**src/rtl/divisor_datapath.sv**
```systemverilog
// divisor_datapath: restoring shift-subtract divider datapath sequenced by a one-hot state vector; define ONEHOT_CHECK_EN for a sticky illegal-state flag
module divisor_datapath #(
  parameter int WIDTH = 16,
  localparam int CW = $clog2(WIDTH) + 1
) (
  input  logic             reloj,
  input  logic             reset,
  input  logic [7:0]       Est,
  input  logic [WIDTH-1:0] dividendo,
  input  logic [WIDTH-1:0] divisor,
  output logic             divisorNoCero,
  output logic             Cont16NoCero,
  output logic [WIDTH-1:0] cociente,
  output logic [WIDTH-1:0] residuo,
  output logic             listo,
  output logic             errorDiv,
  output logic             estIlegal
);
  logic [WIDTH-1:0] d_q, r_q, q_q;
  logic [WIDTH:0]   diff_q;
  logic [CW-1:0]    cnt_q;
  logic             est_ok;
  assign est_ok        = (Est != 8'd0) && ((Est & (Est - 8'd1)) == 8'd0);
  assign divisorNoCero = |d_q;
  assign Cont16NoCero  = |cnt_q;
  // datapath and result registers, each state bit owning its own update; anything not exactly one-hot holds
  always_ff @(posedge reloj or posedge reset) begin
    if (reset) begin
      d_q      <= '0;
      r_q      <= '0;
      q_q      <= '0;
      diff_q   <= '0;
      cnt_q    <= '0;
      cociente <= '0;
      residuo  <= '0;
      listo    <= 1'b0;
      errorDiv <= 1'b0;
    end else if (est_ok) begin
      if (Est[0]) begin
        d_q      <= divisor;
        q_q      <= dividendo;
        listo    <= 1'b0;
        errorDiv <= 1'b0;
      end
      if (Est[1] && d_q == '0) begin
        cociente <= '1;
        residuo  <= q_q;
        errorDiv <= 1'b1;
        listo    <= 1'b1;
      end
      if (Est[2]) begin
        r_q   <= '0;
        cnt_q <= CW'(WIDTH);
      end
      if (Est[3]) {r_q, q_q} <= {r_q[WIDTH-2:0], q_q, 1'b0};
      if (Est[4]) begin
        diff_q <= {1'b0, r_q} - {1'b0, d_q};
        cnt_q  <= cnt_q - CW'(1);
      end
      if (Est[5] && !diff_q[WIDTH]) begin
        r_q    <= diff_q[WIDTH-1:0];
        q_q[0] <= 1'b1;
      end
      if (Est[6]) begin
        cociente <= q_q;
        residuo  <= r_q;
        listo    <= 1'b1;
        errorDiv <= 1'b0;
      end
    end
  end
`ifdef ONEHOT_CHECK_EN
  // sticky record of any edge that saw a malformed state vector
  always_ff @(posedge reloj or posedge reset) begin
    if (reset) estIlegal <= 1'b0;
    else if (!est_ok) estIlegal <= 1'b1;
  end
`else
  assign estIlegal = 1'b0;
`endif
endmodule

```
**config.mk**
```make
export PLATFORM = sky130hd
export DESIGN_NAME = divisor_datapath
export DESIGN_NICKNAME = d
export VERILOG_FILES = /design/src/rtl/divisor_datapath.sv
export SDC_FILE = /design/constraint.sdc
export NUM_CORES = 1
export LEC_CHECK = 0
export BUFFER_PORTS_ARGS = -buffer_cell sky130_fd_sc_hd__buf_2
export CAP_MARGIN = 20
export CORE_UTILIZATION = 62
export CTS_CLUSTER_SIZE = 25
export DETAILED_ROUTE_END_ITERATION = 10
export GPL_ROUTABILITY_DRIVEN = 0
export PLACE_DENSITY = 0.83
export REMOVE_ABC_BUFFERS = 1
export SLEW_MARGIN = 20
export SYNTH_ARGS = -nofsm -noshare
export SYNTH_HDL_FRONTEND = slang
export SYNTH_SLANG_ARGS = --single-unit
```
**constraint.sdc**
```tcl
create_clock -name reloj -period 7.2 [get_ports reloj]
set_clock_uncertainty 0.05 [all_clocks]
set_input_delay 1.8 -clock reloj [delete_from_list [all_inputs] [get_ports reloj]]
set_output_delay 1.8 -clock reloj [all_outputs]
set_load 0.01 [all_outputs]
```
==> reports/metrics.yaml <==
place_hpwl_um: 8770
initial_utilization_pct: 64.6
track_usage_pct: 30.4
holdCritStartpoint: "diff_q[7]$_DFFE_PP0P_"
placed_area_um2: 5740
timing.reg2reg.setup_slack_ns: 4.64
critical_path.top_delay_family: "simple AND/OR/NAND/NOR gates"
grt_max_degree: 62
synth.area.top_cells: "dfrtp_1 (49%), o22a_1 (5.1%), o21ai_0 (4.6%)"
numCtsBuffers: 9
drcViolationCount: 0
post-place-ws_ns: 2.31
drt-total-wl_um: 12700
required_ns: 7.39
relSlewSlack_pct: 36.2
fin_nets: 657
critPathLaunchType: "input pin"
htreeDepth: 3
firstDrtPassIters: 5
num_rows: 33
clk_pin_slew_ns: 0.10
drt_iter0_drc: 339
port_buffers: 77
die-area_um2: 8980
synth_top_area_share_pct: 48.8
grt_pass1_wl_um: 20600
ys_types: 57
synth_edf_count: 0
yosysTopAreaCell: "dfrtp_1"
drive_gt1_share_pct: 20.8
cts-hold-fix-buffers: 0
slowest_stage: "nor2_4"
status: "complete, no violations"
vias_per_cell: 6.29
clock.fmax_ghz: 0.218
detail_route.wl_per_cell_um: 18.1
die_h_um: 94.8
cts_setup_buffers: 0
cts.sinks: 104
ys.flop_type: "dfrtp_1"
clk-insertion-delay-late_ns: 0.39
p_per_area_nw_per_um2: 296
synth.yosys.seq_area_share_pct: 48.8
crit_chain: "buf_2 -> inv_1 -> or4_4 -> a21oi_4 -> nor2_2 -> nor2_4 -> o22ai_1"
timing.final.crit_share_pct: 63.6
area_delta_synth_final_pct: 11.1
leakage_nw: 2.74
fin_ws_ns: 2.62
maxSlewViolCount: 0
num_vias: 4442
ctsResizeCount: 0
worst_hold_path_type: "reg -> reg"
rsz0062_at_grt: "no"
final_cell_area_um2: 5930
synth_most_common_cell: "dfrtp_1"
rr_worst_depth: 8
worstSetupEndpointType: "register"
hold_path_depth: 2
cap_violations: 0
max_slew.worst_pin.slew_ns: 0.956
r2r-start: "d_q[0]$_DFFE_PP0P_"
syn_area_um2: 5340
drtAntennaViolNets: 0
cpPeakStageDelay_ns: 0.68
postLayoutCoreUtil_pct: 71.8
cp_max_fo: 36
syn_inst: 537
hold_path_end: "diff_q[7]$_DFFE_PP0P_"
reg2reg_to: "diff_q[12]$_DFFE_PP0P_"
synth_common_cells: "dfrtp_1 (104), nand2_1 (52), o21ai_0 (49)"
yosysWarnings: 0
antenna-diode-count: 0
critPathKind: "in -> reg"
async_flop_share_pct: 100
cts_root_buf: "clkbuf_8"
cts_tree: "done"
num-fill-cells: 649
ir_drop_mv: 0.175
antenna_found_initial: 0
ios: 79
crit_buf_inv: 2
cts_max_path_buffers: 2
period_needed_ns: 4.58
grt_overflow: 0
coreArea_um2: 8260
timing.final.hold_violations: 0
first_global_vias: 4440
setup_viol: 0
die_w_um: 94.8
worstPathArrival_ns: 4.76
setup_tns_ns: 0
synth_seq_cells: 104
syn_area_per_cell_um2: 9.94
[cells in the final DEF (no fill, tap or decap), types with 5 or more instances in the layout]
| master | netlist | final |
|---|---|---|
| a21oi_1 | 37 | 37 |
| a31oi_1 | 16 | 16 |
| and2_1 | 16 | 16 |
| and3_1 | 17 | 17 |
| buf_2 | 4 | 77 |
| clkbuf_8 | 0 | 9 |
| dfrtp_1 | 104 | 104 |
| ha_1 | 18 | 18 |
| inv_1 | 26 | 25 |
| mux2_2 | 16 | 16 |
| nand2_1 | 52 | 52 |
| nand2b_1 | 6 | 6 |
| nand3_1 | 7 | 7 |
| nor2_1 | 13 | 13 |
| nor3_1 | 6 | 6 |
| nor4_1 | 5 | 5 |
| o21a_1 | 20 | 20 |
| o21ai_0 | 49 | 49 |
| o22a_1 | 31 | 31 |
| xnor2_1 | 5 | 5 |
| xor2_1 | 5 | 5 |
[logic make-up after synthesis]
group | count (synthesis) | synth area share [%]
XOR/XNOR | 10 | 1.64
buffers and inverters | 59 | 4.67
multiplexers | 17 | 3.56
AND/OR/NAND/NOR | 141 | 13.6
other | 1 | 0.0703
flip-flops | 104 | 48.8
adder cells (fa/ha/maj) | 20 | 4.78
AO/OA/AOI/OAI | 185 | 22.9
[metrics by stage]
stage / instances / hold slack [ns] / total power [mW]
final: 706 / 0.442 / 1.75
after global routing: 706 / 0.464 / 1.86
after CTS: 706 / 0.448 / 1.75
after detailed placement: 690 / 0.423 / 1.41
after global placement: 690 / 0.412 / 1.37
after floorplan: 504 / 0.399 / 1.21
[sequential cells by signal, summed over array words and instances, names as in the netlist]
register / count
d_q: 16
cociente: 16
r_q: 16
diff_q: 17
listo: 1
errorDiv: 1
cnt_q: 5
q_q: 16
residuo: 16
[worst max-delay path by stage]
stage / startpoint / endpoint / slack [ns] / cells past startpoint
floorplan: reset / cnt_q[0]$_DFFE_PP0P_ / 2.62 / 1
global placement: Est[3] / residuo[14]$_DFFE_PP0P_ / 2.35 / 7
detailed placement: Est[3] / residuo[14]$_DFFE_PP0P_ / 2.31 / 7
CTS: Est[3] / residuo[14]$_DFFE_PP0P_ / 2.70 / 7
global route: Est[3] / residuo[14]$_DFFE_PP0P_ / 2.43 / 7
finish: Est[3] / residuo[14]$_DFFE_PP0P_ / 2.62 / 7
[worst register-to-register path, cell delays in order (launching register included)]
cell and delay (ns):
dfrtp_1 0.45, ha_1 0.25, fa_1 0.41, nor2b_1 0.16
o211ai_1 0.16, a31oi_1 0.40, o2111ai_1 0.23, or3_1 0.34
nand3_1 0.08
[layout make-up]
cell class | instances | area [µm²] | share of cell area, %
Clock inverter | 7 | 55.1 | 0.929
Tap cell | 105 | 131 | 2.22
Clock buffer | 9 | 124 | 2.09
Sequential cell | 104 | 2600 | 43.9
Inverter | 26 | 100 | 1.69
Timing Repair Buffer | 81 | 415 | 7.01
Multi-Input combinational cell | 374 | 2500 | 42.2
[report_power, final]
group | internal [mW] | switching (mW) | leakage (nW)
sequential | 0.727 | 0.111 | 1.30
clock | 0.130 | 0.218 | 0.0919
combinational | 0.266 | 0.300 | 1.34
total | 1.12 | 0.629 | 2.74
[per-layer routing]
| metal | global-route usage (%) | up-vias | wire (µm) |
|---|---|---|---|
| met3 | 5.56 | 48 | 652 |
| met4 | 18.1 | 0 | 540 |
| li1 | - | 2057 | - |
| met1 | 38.8 | 2173 | 5240 |
| met2 | 48.4 | 164 | 6310 |
| met5 | 0 | - | 0 |
No activity file was read; power rests on OpenSTA's default activity.
